$ cat src/rtl/datapath_ctrl.sv
// +----------------------------------------------------------------------------+
// | datapath_ctrl: start/valid-ready sequencer driving the 4-operand datapath.  |
// | Optional abort-on-idle timeout: define DATAPATH_CTRL_TIMEOUT_EN.            |
// | Revision: 1.0 - initial release                                             |
// +----------------------------------------------------------------------------+
`default_nettype none

module datapath_ctrl #(
  parameter int TIMEOUT_CYCLES = 255
) (
  input  logic       clock,
  input  logic       rst_n,
  input  logic       start,
  input  logic       in_valid,
  output logic       in_ready,
  output logic [2:0] capture,
  output logic       op,
  output logic       busy,
  output logic       done,
  output logic       timeout_err,
  output logic [7:0] op_count
);

  typedef enum logic [2:0] {
    IDLE = 3'd0,
    LD_A = 3'd1,
    LD_B = 3'd2,
    LD_C = 3'd3,
    LD_D = 3'd4,
    RESP = 3'd5
  } state_t;

  state_t     r_state;
  state_t     w_state_next;
  logic [7:0] r_op_count;
  logic       w_in_ld;
  logic       w_abort;

  generate
    if (TIMEOUT_CYCLES < 1 || TIMEOUT_CYCLES > 65535) begin : g_param_check
      $error("datapath_ctrl: TIMEOUT_CYCLES out of range 1..65535");
    end
  endgenerate

  assign w_in_ld = (r_state == LD_A) || (r_state == LD_B) ||
                   (r_state == LD_C) || (r_state == LD_D);

`ifdef DATAPATH_CTRL_TIMEOUT_EN
  logic [15:0] r_wait_cnt;
  logic        r_timeout_err;

  // Counter runs only on stall cycles; any accepted word or non-load state clears it.
  assign w_abort = w_in_ld && !in_valid && (r_wait_cnt == 16'(TIMEOUT_CYCLES));

  always_ff @(posedge clock) begin
    if (!rst_n) begin
      r_wait_cnt    <= 16'd0;
      r_timeout_err <= 1'b0;
    end else begin
      r_timeout_err <= w_abort;
      if (w_in_ld && !in_valid)
        r_wait_cnt <= r_wait_cnt + 16'd1;
      else
        r_wait_cnt <= 16'd0;
    end
  end

  assign timeout_err = r_timeout_err;
`else
  assign w_abort     = 1'b0;
  assign timeout_err = 1'b0;
`endif

  always_ff @(posedge clock) begin
    if (!rst_n) begin
      r_state    <= IDLE;
      r_op_count <= 8'd0;
    end else begin
      r_state <= w_state_next;
      if (r_state == RESP)
        r_op_count <= r_op_count + 8'd1;
    end
  end

  always_comb begin
    w_state_next = r_state;
    in_ready     = w_in_ld;
    capture      = 3'b000;
    op           = 1'b0;
    busy         = (r_state != IDLE);
    done         = 1'b0;
    case (r_state)
      IDLE: if (start) w_state_next = LD_A;
      LD_A: begin
        capture[0] = in_valid;
        if (in_valid)     w_state_next = LD_B;
        else if (w_abort) w_state_next = IDLE;
      end
      LD_B: begin
        capture[1] = in_valid;
        if (in_valid)     w_state_next = LD_C;
        else if (w_abort) w_state_next = IDLE;
      end
      LD_C: begin
        capture[2] = in_valid;
        if (in_valid)     w_state_next = LD_D;
        else if (w_abort) w_state_next = IDLE;
      end
      LD_D: begin
        op = in_valid;
        if (in_valid)     w_state_next = RESP;
        else if (w_abort) w_state_next = IDLE;
      end
      RESP: begin
        done         = 1'b1;
        w_state_next = IDLE;
      end
      default: w_state_next = IDLE;
    endcase
  end

  assign op_count = r_op_count;

endmodule

`default_nettype wire

$ cat config.mk
export PLATFORM = sky130hd
export DESIGN_NAME = datapath_ctrl
export DESIGN_NICKNAME = d
export VERILOG_FILES = /design/src/rtl/datapath_ctrl.sv
export SDC_FILE = /design/constraint.sdc
export NUM_CORES = 1
export LEC_CHECK = 0
export BUFFER_PORTS_ARGS = -buffer_cell sky130_fd_sc_hd__buf_2
export CAP_MARGIN = 0
export CORE_UTILIZATION = 35
export DETAILED_ROUTE_END_ITERATION = 12
export GPL_TIMING_DRIVEN = 0
export SLEW_MARGIN = 10
export SYNTH_ARGS = -nofsm -noshare
export SYNTH_HDL_FRONTEND = slang
export SYNTH_SLANG_ARGS = --single-unit
$ cat constraint.sdc
create_clock -name clock -period 1.73 [get_ports clock]
set_input_delay 0.346 -clock clock [delete_from_list [all_inputs] [get_ports clock]]
set_output_delay 0.346 -clock clock [all_outputs]
set_load 0.05 [all_outputs]
# --- Word-level counts from Yosys, hierarchy flattened ---
# Cells that the tools add are included.
# Widths: inputs -> output; s select.
totals:
  wordCells: 30
  in_bits: 4
  register_bits: 11
  output_inout_bits: 16
classes:
  eq_ne: 10
  addsub: 1
  n_mux: 11
  n_reduce_logical: 6
op_table:
  columns: ["op", "count"]
  rows:
  - ["$mux 3", 5]
  - ["$pmux 3 s5", 1]
  - ["$ne 2x2->1 const B", 5]
  - ["$add 8x1->8 const B", 1]
  - ["$eq 3x2->1 const B", 2]
  - ["$eq 3x3->1 const B", 2]
  - ["$mux 1", 5]
  - ["$reduce_and 5->1", 1]
  - ["$eq 3x1->1 const B", 1]
  - ["$logic_not 3->1", 1]
  - ["$logic_or 1x1->1", 3]
  - ["$reduce_bool 3->1", 1]

# --- Longest topological paths before layout ---
# Gate-level depths: netlist of the first run.
logic_depth:
  depth_word: 4
  depth_mapped: 4
  ltp_nobuf: 4

# --- Worst setup path after synthesis of the first run ---
# Ideal clock, no wire load.
synth_path:
  path_kind: "register to output"
  start: "register r_state[2]"
  end: "output port capture[1]"
  slack_ps: -697
  path_buffers: 1
  path_stages_with_launch: 3
  required_ps: 1384
  arrival_ps: 2081
  cell_sequence: "dfxtp_1 clkbuf_1 nor4bb_1"
synth_via:
  elab_chain_len: 2
synth_lines:
  columns: ["element", "line_no", "source"]
  rows:
  - ["from (decl)", "33", "state_t r_state;"]
  - ["from (signal assigned)", "79", "r_state <= w_state_next;"]
  - ["$eq 3x2->1", "92", "case (r_state)"]
  - ["$mux 1", "92", null]
  - ["to (decl)", "16", "output logic [2:0] capture,"]
# No other way between the ends.

# --- Worst setup path in the final report of the first run ---
layout_path:
  start: "register r_state[2]"
  end: "output port busy"
layout_via:
  elab_chain_len: 1
layout_lines:
  columns: ["element", "line_no", "source"]
  rows:
  - ["$reduce_bool 3->1", "90", "busy = (r_state != IDLE);"]
  - ["to (decl)", "18", "output logic busy,"]
# No other way between the ends.

==> qor.log, run 1 <==
[detailed_routing] DRC 0
[clock_network] TritonCTS clock tree built
[floorplan] die span in x 42.3 um
[place] number of instances in the placed design 97
[yosys] average cell area after synthesis 9.04 um2
[place] I/O Buffers 18
[clock_network] number of buffers created by CTS 3
[clock_network] buffer depth of the longest clock path 2
[run] max-capacitance violation count 0
[detailed_routing] routed length per placed instance 11.8 um
[yosys] Post-Syn Nets 68
[place] sum of net half-perimeters after detailed placement 803 um
[setup_path] CP max stage delay 0.36 ns
[setup_path] largest delay contributor family on the critical path simple AND/OR/NAND/NOR gates
[setup_path] type of origin of the critical path register
[yosys] Synth area leaders dfxtp_1 39%, xor2_1 4.6%, a21oi_1 4.4%, or3_1 4.4%, mux2i_1 3.5%
[power_and_ir_drop] part of the power in combinational logic 21.0%
[detailed_routing] Iteration-0 DRC Markers 4
[yosys] number of cells produced by synthesis 63
[detailed_routing] antenna-violating nets left 0
[floorplan] Die Height 42.3 um
[yosys] sequential element share of the synthesized area 38.7%
[yosys] register bit count reported by yosys 11
[power_and_ir_drop] net switching fraction of the power 29.9%
[setup_path] Critical Path RT 1.38 ns
[detailed_routing] Pre-antenna DRT Iters 4
[floorplan] area of the die 1790 um2
[power_and_ir_drop] leakage power total 0.364 nW
[grt] GRT overflow 0
[power_and_ir_drop] net switching power 0.000165 W
[detailed_routing] met1 wire length 559 um
[cells_and_area] commonest cells after routing, fill and taps aside 14 x buf_2, 10 x dfxtp_1, 6 x buf_4
[setup_path] first element of the critical path r_state[2]$_SDFFE_PN0P_
[power_and_ir_drop] peak supply drop 0.284 mV
[timing] number of failing hold endpoints at the final stage 0
[setup_path] Worst Path Class, Setup register to primary output
[floorplan] total I/O pin count 20
[clock_network] hold_buf cts 0
[timing] worst-case clock skew 0.000447 ns
[setup_path] sort of element at the end of the critical path primary output
[yosys] total standard cell area after synthesis 569 um2
[setup_path] cells along the critical path clkbuf_8 -> or3_1 -> buf_4
[yosys] largest area contributor in the synthesized netlist dfxtp_1
[power_and_ir_drop] share of total power in the clock network 32.1%
[floorplan] starting utilization of the core area 37.8%
[cells_and_area] fraction of layout instances using a drive strength above 1 38.4%
[grt] first-pass GRT wire length 1970 um
[cells_and_area] post-layout net count 92
[timing] setup repair after global routing missed its margin false
[timing] shortest period the worst path allows 1.68 ns
[detailed_routing] Detail Route met3 WL 80 um
[cells_and_area] most common cell after layout, fill and taps aside buf_2
[grt] pin count of the biggest net entering global routing 11
[hold_path] class of the tightest hold or removal check input port to register
[setup_path] Crit path buffers/inverters 2
[timing] FMAX 0.595 GHz
[clock_network] # H-tree levels 1
[yosys] number of distinct library cell variants in the gate-level netlist after synthesis 30
[detailed_routing] overall via count from detail_route 531
[floorplan] standard-cell row count 14
[yosys] dominant register cell in the synthesized netlist dfxtp_1
[setup_path] arrival time at the worst endpoint 1.33 ns
[cells_and_area] Final Non-Filler Cells 102
[setup_path] Worst R2R Start r_state[1]$_SDFFE_PN0P_
[clock_network] Root Buffer Master clkbuf_4
[detailed_routing] total routed wirelength 1200 um
[yosys] share of the synthesized area in the top cell type 38.7%
[setup_path] critical path peak fanout 10
[yosys] share of flip-flops with an asynchronous set or reset 0%
[power_and_ir_drop] Int Pwr 0.000387 W
[grt] Global Route Usage Sum 15.0%
[power_and_ir_drop] power per unit of standard cell area 728 nW/um2
[cells_and_area] Antenna diodes 0
[detailed_routing] highest routing layer actually used met4
[yosys] Yosys warning count 0
[floorplan] core area 1510 um2
[status] outcome completed
[place] weighted congestion reported at the end of routability-driven placement 0.731
[clock_network] CTS Sinks 11
[timing] # setup viols final 0
[setup_path] CP max stage cell or3_1
[yosys] number of enable flip-flop cells after synthesis 0
[hold_path] start point of the worst hold path rst_n
[cells_and_area] final-layout fill cell count 150
[grt] via count of the first global-routing pass 438
[clock_network] clock transition at the registers of the reported paths 0.07 ns
[detailed_routing] detailed-routed wire length on met2 528 um
[cells_and_area] utilization of the core after routing 50.4%
[cells_and_area] layout-stage area growth over the synthesis result 33.4%
[detailed_routing] routed vias/inst 5.21
[timing] portion of the clock cycle consumed by the worst path in the final layout 97.2%
[power_and_ir_drop] part of the total power dissipated in sequential elements 46.9%
[timing] max-slew violations 0
[clock_network] clock latency reported for the late side of the worst-skew pair 0.27 ns
[grt] initial antenna violation count 0
## path summary, 6_finish.rpt
| check | depth (start not counted) | to | slack, ns |
|---|---|---|---|
| setup reg to reg | 4 | op_count[5]$_SDFFE_PN0P_ | 0.35 |
| setup / recovery | 3 | busy | 0.05 |
| hold reg to reg | 2 | op_count[7]$_SDFFE_PN0P_ | 0.48 |
| hold / removal | 2 | r_state[0]$_SDFFE_PN0P_ | 0.33 |
## cell families (layout without fill, tap and decap cells)
kind of cell | after synthesis | after routing | share of synthesized area (%)
adder cells (fa/ha/maj) | 1 | 1 | 2.20
other | 1 | 1 | 0.659
AO/OA/AOI/OAI | 12 | 12 | 12.5
multiplexers | 2 | 2 | 3.52
XOR/XNOR | 4 | 4 | 6.15
AND/OR/NAND/NOR | 26 | 26 | 30.1
flip-flops | 11 | 11 | 38.7
buffers and inverters | 6 | 29 | 6.15
## sequential cells by signal (all words and copies together), names as in the netlist
register,cells
op_count,8
r_state,3
## per-layer routing
metal  up-vias  track usage [%]
li1        272                -
met1       236             17.6
met2        20             23.1
met3         3             5.17
met4         0             9.38
met5         -                0
## stage by stage
step | setup WS (ns) | cell area (um2) | hold slack (ns) | power, W | setup TNS, ns
2_1_floorplan | -0.212 | 586 | 0.463 | 0.000354 | -0.244
3_3_place_gp | 0.0584 | 696 | 0.457 | 0.000374 | 0
3_5_place_dp | 0.0273 | 696 | 0.479 | 0.000375 | 0
4_1_cts | 0.00511 | 746 | 0.324 | 0.000559 | 0
5_1_grt | 0.00602 | 759 | 0.310 | 0.000582 | 0
6_report | 0.0492 | 759 | 0.331 | 0.000553 | 0
## synth_stat cells (all sizes together) (2+ instances only)
cell   count
a21oi      5
buf        3
dfxtp     11
mux2i      2
nand2      3
nand4      2
nor2       4
nor3       3
nor3b      2
o21ai      3
o31ai      2
or3        4
or4        2
xor2       3
## repair_timing
item | 4_1_cts | 5_1_grt
endpoints found under the setup margin | 6 | 4
gates resized for setup | 8 | 4
buffers inserted | 0 | 1
pin swaps | 0 | 1
hold endpoints to repair | 0 | 0
## layout make-up
cell class,instances,area [um2],area share [%]
timing repair buffer,19,111,14.7
multi-input combinational,46,333,43.8
clock buffer,4,26.3,3.46
sequential,11,221,29.2
buffer,4,40.0,5.27
tap,16,20.0,2.64
inverter,2,7.51,0.988
## worst reg2reg max path, delay by kind of cell, from the launching register on
family | cells | cell delay [ns]
compound gates | 1 | 0.15
buf+inv | 1 | 0.13
flops | 1 | 0.31
simple gates | 2 | 0.73
## power by group through the flow
stage | clock network [W] | logic, W | registers, W
4_1_cts | 0.000185 | 0.000115 | 0.000259
3_5_place_dp | 0 | 0.000110 | 0.000265
3_3_place_gp | 0 | 0.000109 | 0.000265
2_1_floorplan | 0 | 0.0000884 | 0.000265
5_1_grt | 0.000199 | 0.000124 | 0.000260
6_report | 0.000177 | 0.000116 | 0.000260
(Power assumes the default switching activity.)
==> run 2: changes to the inputs <==
--- a/config.mk
+++ b/config.mk
@@ -10,6 +10,7 @@
 export CORE_UTILIZATION = 35
 export DETAILED_ROUTE_END_ITERATION = 12
 export GPL_TIMING_DRIVEN = 0
+export SETUP_SLACK_MARGIN = 0.3
 export SLEW_MARGIN = 10
 export SYNTH_ARGS = -nofsm -noshare
 export SYNTH_HDL_FRONTEND = slang
==> run 2 against run 1 <==
Net effect: routed wire length grew 23%; worst setup slack gained 0.067 ns; fmax grew 4.1%; count of clock-buffer cells in the layout is the same; final cell count grew 14%; global-route usage grew 3.3 points; clock skew grew 0.0015 ns; critical endpoint unchanged; largest power group unchanged; highest routed layer unchanged.
==> qor.log, run 2 (synthesis gave the netlist of run 1 again) <==
[clock_network] CTS Sinks 11 [unchanged]
[power_and_ir_drop] leakage power total 0.447 nW [was 0.364 nW]
[place] sum of net half-perimeters after detailed placement 899 um [was 803 um]
[clock_network] clock latency reported for the late side of the worst-skew pair 0.27 ns [about the same]
[cells_and_area] area of combinational cells with multiple inputs 388 um2 [was 333 um2]
[cells_and_area] most common cell after layout, fill and taps aside buf_4 [was buf_2]
[clock_network] buffer depth of the longest clock path 2 [unchanged]
[cells_and_area] layout-stage area growth over the synthesis result 71.2% [was 33.4%]
[detailed_routing] overall via count from detail_route 605 [was 531]
[cells_and_area] fraction of layout instances using a drive strength above 1 59.0% [was 38.4%]
[cells_and_area] sequential standard cell area 233 um2 [was 221 um2]
[floorplan] Die Height 42.3 um [unchanged]
[cells_and_area] number of flip-flops in the largest register 8 [unchanged]
[setup_path] type of origin of the critical path register [unchanged]
[timing] worst-case clock skew 0.00190 ns [was 0.000447 ns]
[clock_network] # H-tree levels 1 [unchanged]
[timing] # setup viols final 0 [unchanged]
[setup_path] Critical Path RT 1.38 ns [about the same]
[timing] FMAX 0.620 GHz [was 0.595 GHz]
[cells_and_area] final-layout fill cell count 116 [was 150]
[setup_path] cells along the critical path buf_8 -> or3_4 -> buf_8 [was clkbuf_8 -> or3_1 -> buf_4]
[detailed_routing] DRC 0 [unchanged]
[grt] GRT overflow 0 [unchanged]
[power_and_ir_drop] peak supply drop 0.297 mV [was 0.284 mV]
[floorplan] total I/O pin count 20 [unchanged]
[clock_network] TritonCTS clock tree built [unchanged]
[timing] Setup TNS Final 0 ns [unchanged]
[floorplan] die span in x 42.3 um [unchanged]
[run] max-capacitance violation count 0 [unchanged]
[cells_and_area] utilization of the core after routing 64.7% [was 50.4%]
[grt] Global Route Usage Sum 18.2% [was 15.0%]
[timing] number of failing hold endpoints at the final stage 0 [unchanged]
[cells_and_area] commonest cells after routing, fill and taps aside 14 x buf_4, 12 x buf_2, 7 x dfxtp_2 [was 14 x buf_2, 10 x dfxtp_1, 6 x buf_4]
[clock_network] hold_buf cts 0 [unchanged]
[cells_and_area] Antenna diodes 0 [unchanged]
[floorplan] area of the die 1790 um2 [unchanged]
[detailed_routing] antenna-violating nets left 0 [unchanged]
[detailed_routing] Pre-antenna DRT Iters 2 [was 4]
[hold_path] class of the tightest hold or removal check input port to register [unchanged]
[timing] portion of the clock cycle consumed by the worst path in the final layout 93.3% [was 97.2%]
[timing] shortest period the worst path allows 1.61 ns [was 1.68 ns]
[clock_network] Root Buffer Master clkbuf_4 [unchanged]
[setup_path] sort of element at the end of the critical path primary output [unchanged]
[detailed_routing] Iteration-0 DRC Markers 7 [was 4]
[setup_path] CP max stage cell or3_4 [was or3_1]
[floorplan] standard-cell row count 14 [unchanged]
[place] I/O Buffers 18 [unchanged]
[grt] first-pass GRT wire length 2400 um [was 1970 um]
[grt] initial antenna violation count 0 [unchanged]
[place] weighted congestion reported at the end of routability-driven placement 0.721 [was 0.731]
[setup_path] Worst Path Class, Setup register to primary output [unchanged]
[grt] pin count of the biggest net entering global routing 10 [was 11]
[power_and_ir_drop] power per unit of standard cell area 628 nW/um2 [was 728 nW/um2]
[floorplan] core area 1510 um2 [unchanged]
[setup_path] arrival time at the worst endpoint 1.27 ns [was 1.33 ns]
[timing] setup repair after global routing missed its margin true [was false]
[clock_network] clock transition at the registers of the reported paths 0.07 ns [about the same]
[floorplan] starting utilization of the core area 37.8% [unchanged]
[detailed_routing] total routed wirelength 1470 um [was 1200 um]
[detailed_routing] routed vias/inst 5.22 [was 5.21]
[grt] via count of the first global-routing pass 590 [was 438]
[timing] max-slew violations 0 [unchanged]
[clock_network] number of buffers created by CTS 3 [unchanged]
[setup_path] critical path peak fanout 5 [was 10]
[status] outcome completed [unchanged]
[setup_path] CP max stage delay 0.36 ns [about the same]
[cells_and_area] post-layout net count 106 [was 92]
[setup_path] cell type with the highest occurrence count on the critical path buf_8
[detailed_routing] routed length per placed instance 12.7 um [was 11.8 um]
run 2: changes by cell type in the layout (fill, tap and decap cells not counted), sizes merged:
cell	delta
buf	+14
run 2: worst max-delay path: cells and delay by family, from the launching register on:
kind                   cells  cell delay [ns]
buffers and inverters      2             0.29
and+or+nand+nor            1             0.36
DFF                        1             0.35
run 2: routing by layer:
layer | GRT usage [%] | vias up | share of wire (%)
li1 | - | 304 | -
met1 | 20.2 | 284 | 44
met2 | 29.8 | 12 | 51
met3 | 6.47 | 5 | 3.3
met4 | 10.6 | 0 | 2.1
met5 | 0 | - | 0
run 2: cell type report:
type / count / area share (%)
Multi-Input combinational cell: 46 / 39.8
Timing Repair Buffer: 33 / 25.8
Sequential cell: 11 / 23.9
Buffer: 4 / 5.01
Clock buffer: 4 / 2.70
Tap cell: 16 / 2.05
Inverter: 2 / 0.770
run 2: worst paths after layout:
path	end	from	cells after the start	slack [ns]
max	busy	r_state[2]$_SDFFE_PN0P_	3	0.12
min	r_state[0]$_SDFFE_PN0P_	rst_n	2	0.33
max reg2reg	op_count[4]$_SDFFE_PN0P_	r_state[1]$_SDFFE_PN0P_	5	0.34
min reg2reg	op_count[7]$_SDFFE_PN0P_	op_count[7]$_SDFFE_PN0P_	2	0.49
run 2: report_power, final:
group / total [W] / internal (W) / switching, W
registers: 0.000260 / 0.000257 / 0.00000317
clock network: 0.000178 / 0.0000894 / 0.0000889
logic: 0.000174 / 0.0000807 / 0.0000929
run 2: per-stage QoR:
step                total power, W  instance area [um2]  setup slack (ns)  cells  hold WS (ns)
global route              0.000647                  975            0.0692    116         0.309
floorplan                 0.000366                  629             0.179     63         0.463
detailed placement        0.000388                  739             0.222     97         0.480
finish                    0.000612                  975             0.116    116         0.328
global placement          0.000387                  739             0.236     97         0.466
CTS                       0.000598                  900            0.0898    111         0.322
run 2: what timing repair did:
| action | 4_1_cts | 5_1_grt |
|---|---|---|
| gates cloned | 1 | 1 |
| endpoints found under the setup margin | 7 | 10 |
| buffers inserted | 9 | 4 |
| pin swaps | 2 | 6 |
| resized for setup | 19 | 12 |
==> run 3: changes to the inputs <==
--- a/config.mk
+++ b/config.mk
@@ -10,6 +10,7 @@
 export CORE_UTILIZATION = 35
 export DETAILED_ROUTE_END_ITERATION = 12
 export GPL_TIMING_DRIVEN = 0
+export RECOVER_POWER = 50
 export SETUP_SLACK_MARGIN = 0.3
 export SLEW_MARGIN = 10
 export SYNTH_ARGS = -nofsm -noshare
==> run 3 against run 2 <==
Net effect: sequential power about the same; sequential share of layout area grew 0.15 points; count of clock-buffer cells in the layout unchanged; highest routed layer unchanged.
==> qor.log, run 3 (synthesis gave the netlist of run 1 again) <==
[status] outcome completed [unchanged]
[detailed_routing] routed length per placed instance 12.7 um [about the same]
[run] max-capacitance violation count 0 [unchanged]
[power_and_ir_drop] Int Pwr 0.000427 W [about the same]
[detailed_routing] total routed wirelength 1480 um [was 1470 um]
[grt] first-pass GRT wire length 2400 um [unchanged]
[place] sum of net half-perimeters after detailed placement 899 um [unchanged]
[timing] worst hold slack 0.328 ns [about the same]
[floorplan] Die Height 42.3 um [unchanged]
[timing] # setup viols final 0 [unchanged]
[clock_network] clock transition at the registers of the reported paths 0.07 ns [about the same]
[setup_path] Worst R2R Start r_state[1]$_SDFFE_PN0P_ [unchanged]
[place] instance area after placement 739 um2 [unchanged]
[setup_path] largest delay contributor family on the critical path simple AND/OR/NAND/NOR gates [unchanged]
[grt] Global Route Usage Sum 18.2% [unchanged]
[cells_and_area] Antenna diodes 0 [unchanged]
[hold_path] start point of the worst hold path rst_n [unchanged]
[clock_network] TritonCTS clock tree built [unchanged]
[timing] max-slew violations 0 [unchanged]
[floorplan] starting utilization of the core area 37.8% [unchanged]
[setup_path] cell count along the critical path 3 [unchanged]
[cells_and_area] Final Non-Filler Cells 116 [unchanged]
[setup_path] type of origin of the critical path register [unchanged]
[hold_path] hold worst-path end r_state[0]$_SDFFE_PN0P_ [unchanged]
[cells_and_area] fraction of layout instances using a drive strength above 1 50.0% [was 59.0%]
[setup_path] R2R cell count 5 [unchanged]
[clock_network] CTS Sinks 11 [unchanged]
[timing] slew at the pin closest to its max-slew limit 0.599 ns
[grt] via count of the first global-routing pass 590 [unchanged]
[power_and_ir_drop] peak supply drop 0.298 mV [was 0.297 mV]
[timing] Setup TNS Final 0 ns [unchanged]
[setup_path] sort of element at the end of the critical path primary output [unchanged]
[clock_network] number of buffers created by CTS 3 [unchanged]
[cells_and_area] post-layout net count 106 [unchanged]
[power_and_ir_drop] leakage power total 0.411 nW [was 0.447 nW]
[power_and_ir_drop] part of the power in combinational logic 28.4% [about the same]
[clock_network] Root Buffer Master clkbuf_4 [unchanged]
[detailed_routing] Pre-antenna DRT Iters 4 [was 2]
[timing] number of failing hold endpoints at the final stage 0 [unchanged]
[timing] setup repair after global routing missed its margin true [unchanged]
[setup_path] critical path peak fanout 5 [unchanged]
[setup_path] Critical R2R Capture op_count[4]$_SDFFE_PN0P_ [unchanged]
[detailed_routing] routed vias/inst 5.29 [was 5.22]
[detailed_routing] DRC 0 [unchanged]
[setup_path] CP max stage cell or3_4 [unchanged]
[grt] pin count of the biggest net entering global routing 10 [unchanged]
[power_and_ir_drop] net switching fraction of the power 30.3% [was 30.2%]
[clock_network] # H-tree levels 1 [unchanged]
[timing] shortest period the worst path allows 1.61 ns [about the same]
[clock_network] clock latency reported for the late side of the worst-skew pair 0.27 ns [about the same]
[floorplan] core area 1510 um2 [unchanged]
[setup_path] Worst Path Class, Setup register to primary output [unchanged]
[timing] worst relative slew slack 60.2%
[hold_path] cell depth of the worst hold path 2 [unchanged]
[setup_path] CP max stage delay 0.36 ns [about the same]
[clock_network] buffer depth of the longest clock path 2 [unchanged]
[cells_and_area] utilization of the core after routing 64.0% [was 64.7%]
[setup_path] cell type with the highest occurrence count on the critical path buf_8 [unchanged]
[floorplan] total I/O pin count 20 [unchanged]
[setup_path] cells along the critical path buf_8 -> or3_4 -> buf_8 [unchanged]
[place] weighted congestion reported at the end of routability-driven placement 0.721 [unchanged]
[power_and_ir_drop] share of total power in the clock network 29.2% [was 29.1%]
[cells_and_area] commonest cells after routing, fill and taps aside 14 x buf_4, 9 x clkbuf_1, 6 x buf_6, 6 x dfxtp_2 [was 14 x buf_4, 12 x buf_2, 7 x dfxtp_2]
[cells_and_area] layout-stage area growth over the synthesis result 69.2% [was 71.2%]
[cells_and_area] most common cell after layout, fill and taps aside buf_4 [unchanged]
[floorplan] die span in x 42.3 um [unchanged]
[grt] GRT overflow 0 [unchanged]
[timing] worst-case clock skew 0.00127 ns [was 0.00190 ns]
[timing] portion of the clock cycle consumed by the worst path in the final layout 93.3% [about the same]
[clock_network] hold_buf cts 0 [unchanged]
[grt] initial antenna violation count 0 [unchanged]
[setup_path] Critical Path RT 1.38 ns [about the same]
[power_and_ir_drop] part of the total power dissipated in sequential elements 42.5% [about the same]
[floorplan] area of the die 1790 um2 [unchanged]
[place] I/O Buffers 18 [unchanged]
[floorplan] standard-cell row count 14 [unchanged]
[detailed_routing] Iteration-0 DRC Markers 9 [was 7]
[place] number of instances in the placed design 97 [unchanged]
[cells_and_area] Final Instance Area 963 um2 [was 975 um2]
[timing] FMAX 0.620 GHz [about the same]
[power_and_ir_drop] power per unit of standard cell area 635 nW/um2 [was 628 nW/um2]
[detailed_routing] overall via count from detail_route 614 [was 605]
[setup_path] setup slack, reg-to-reg 0.34 ns [about the same]
[detailed_routing] antenna-violating nets left 0 [unchanged]
[setup_path] Crit path buffers/inverters 2 [unchanged]
[hold_path] class of the tightest hold or removal check input port to register [unchanged]
[power_and_ir_drop] net switching power 0.000185 W [about the same]
[setup_path] arrival time at the worst endpoint 1.27 ns [about the same]
[cells_and_area] number of flip-flops in the largest register 8 [unchanged]
[run 3: cell types whose count changed in the layout (fill, tap and decap cells not counted), sizes merged]
cell,before,now
clkbuf,5,13
buf,36,28
[run 3: repair_timing]
| action | in CTS | in global routing |
|---|---|---|
| endpoints found under the setup margin | 7 | 10 |
| resized for setup | 19 | 12 |
| pin swaps | 2 | 6 |
| endpoints found under the hold margin | 0 | 0 |
| gates cloned | 1 | 1 |
| setup buffers | 9 | 4 |
[run 3: cell type report]
cell class / instances / area, um2
repair buffers: 33 / 241
multi-input cells: 46 / 388
fillers: 124 / 543
plain buffers: 4 / 48.8
clock buffers: 4 / 26.3
inverters: 2 / 7.51
well taps: 16 / 20.0
flip-flops and latches: 11 / 231
[run 3: metal layers]
layer / track usage, % / vias up / wire length [um]
met1: 20.2 / 286 / 631
li1: - / 306 / -
met5: 0 / - / 0
met2: 29.8 / 17 / 746
met3: 6.47 / 5 / 68
met4: 10.6 / 0 / 31
[run 3: worst register-to-register path: stages, from the launching register on]
cell,delay [ns]
dfxtp_1,0.33
buf_2,0.15
buf_4,0.14
nand4b_1,0.22
or3_1,0.35
a21oi_2,0.13
[run 3: power by group through the flow]
stage                     registers, W  logic (W)  clock network (W)
after floorplan               0.000265   0.000100                  0
after global placement        0.000265   0.000121                  0
after detailed placement      0.000265   0.000123                  0
after CTS                     0.000258   0.000153           0.000187
after global routing          0.000260   0.000182           0.000204
final                         0.000260   0.000174           0.000178
[run 3: worst max path at each step]
stage                             to                    start
after floorplan           capture[1]  r_state[2]$_SDFFE_PN0P_
after global placement            op  r_state[2]$_SDFFE_PN0P_
after detailed placement          op  r_state[2]$_SDFFE_PN0P_
after CTS                       busy  r_state[2]$_SDFFE_PN0P_
after global routing        in_ready  r_state[1]$_SDFFE_PN0P_
final                           busy  r_state[2]$_SDFFE_PN0P_
[run 3: per-stage QoR]
| step | worst slack (ns) | power [W] |
|---|---|---|
| 6_report | 0.116 | 0.000612 |
| 5_1_grt | 0.0584 | 0.000647 |
| 4_1_cts | 0.0898 | 0.000598 |
| 3_5_place_dp | 0.222 | 0.000388 |
| 3_3_place_gp | 0.236 | 0.000387 |
| 2_1_floorplan | 0.179 | 0.000366 |
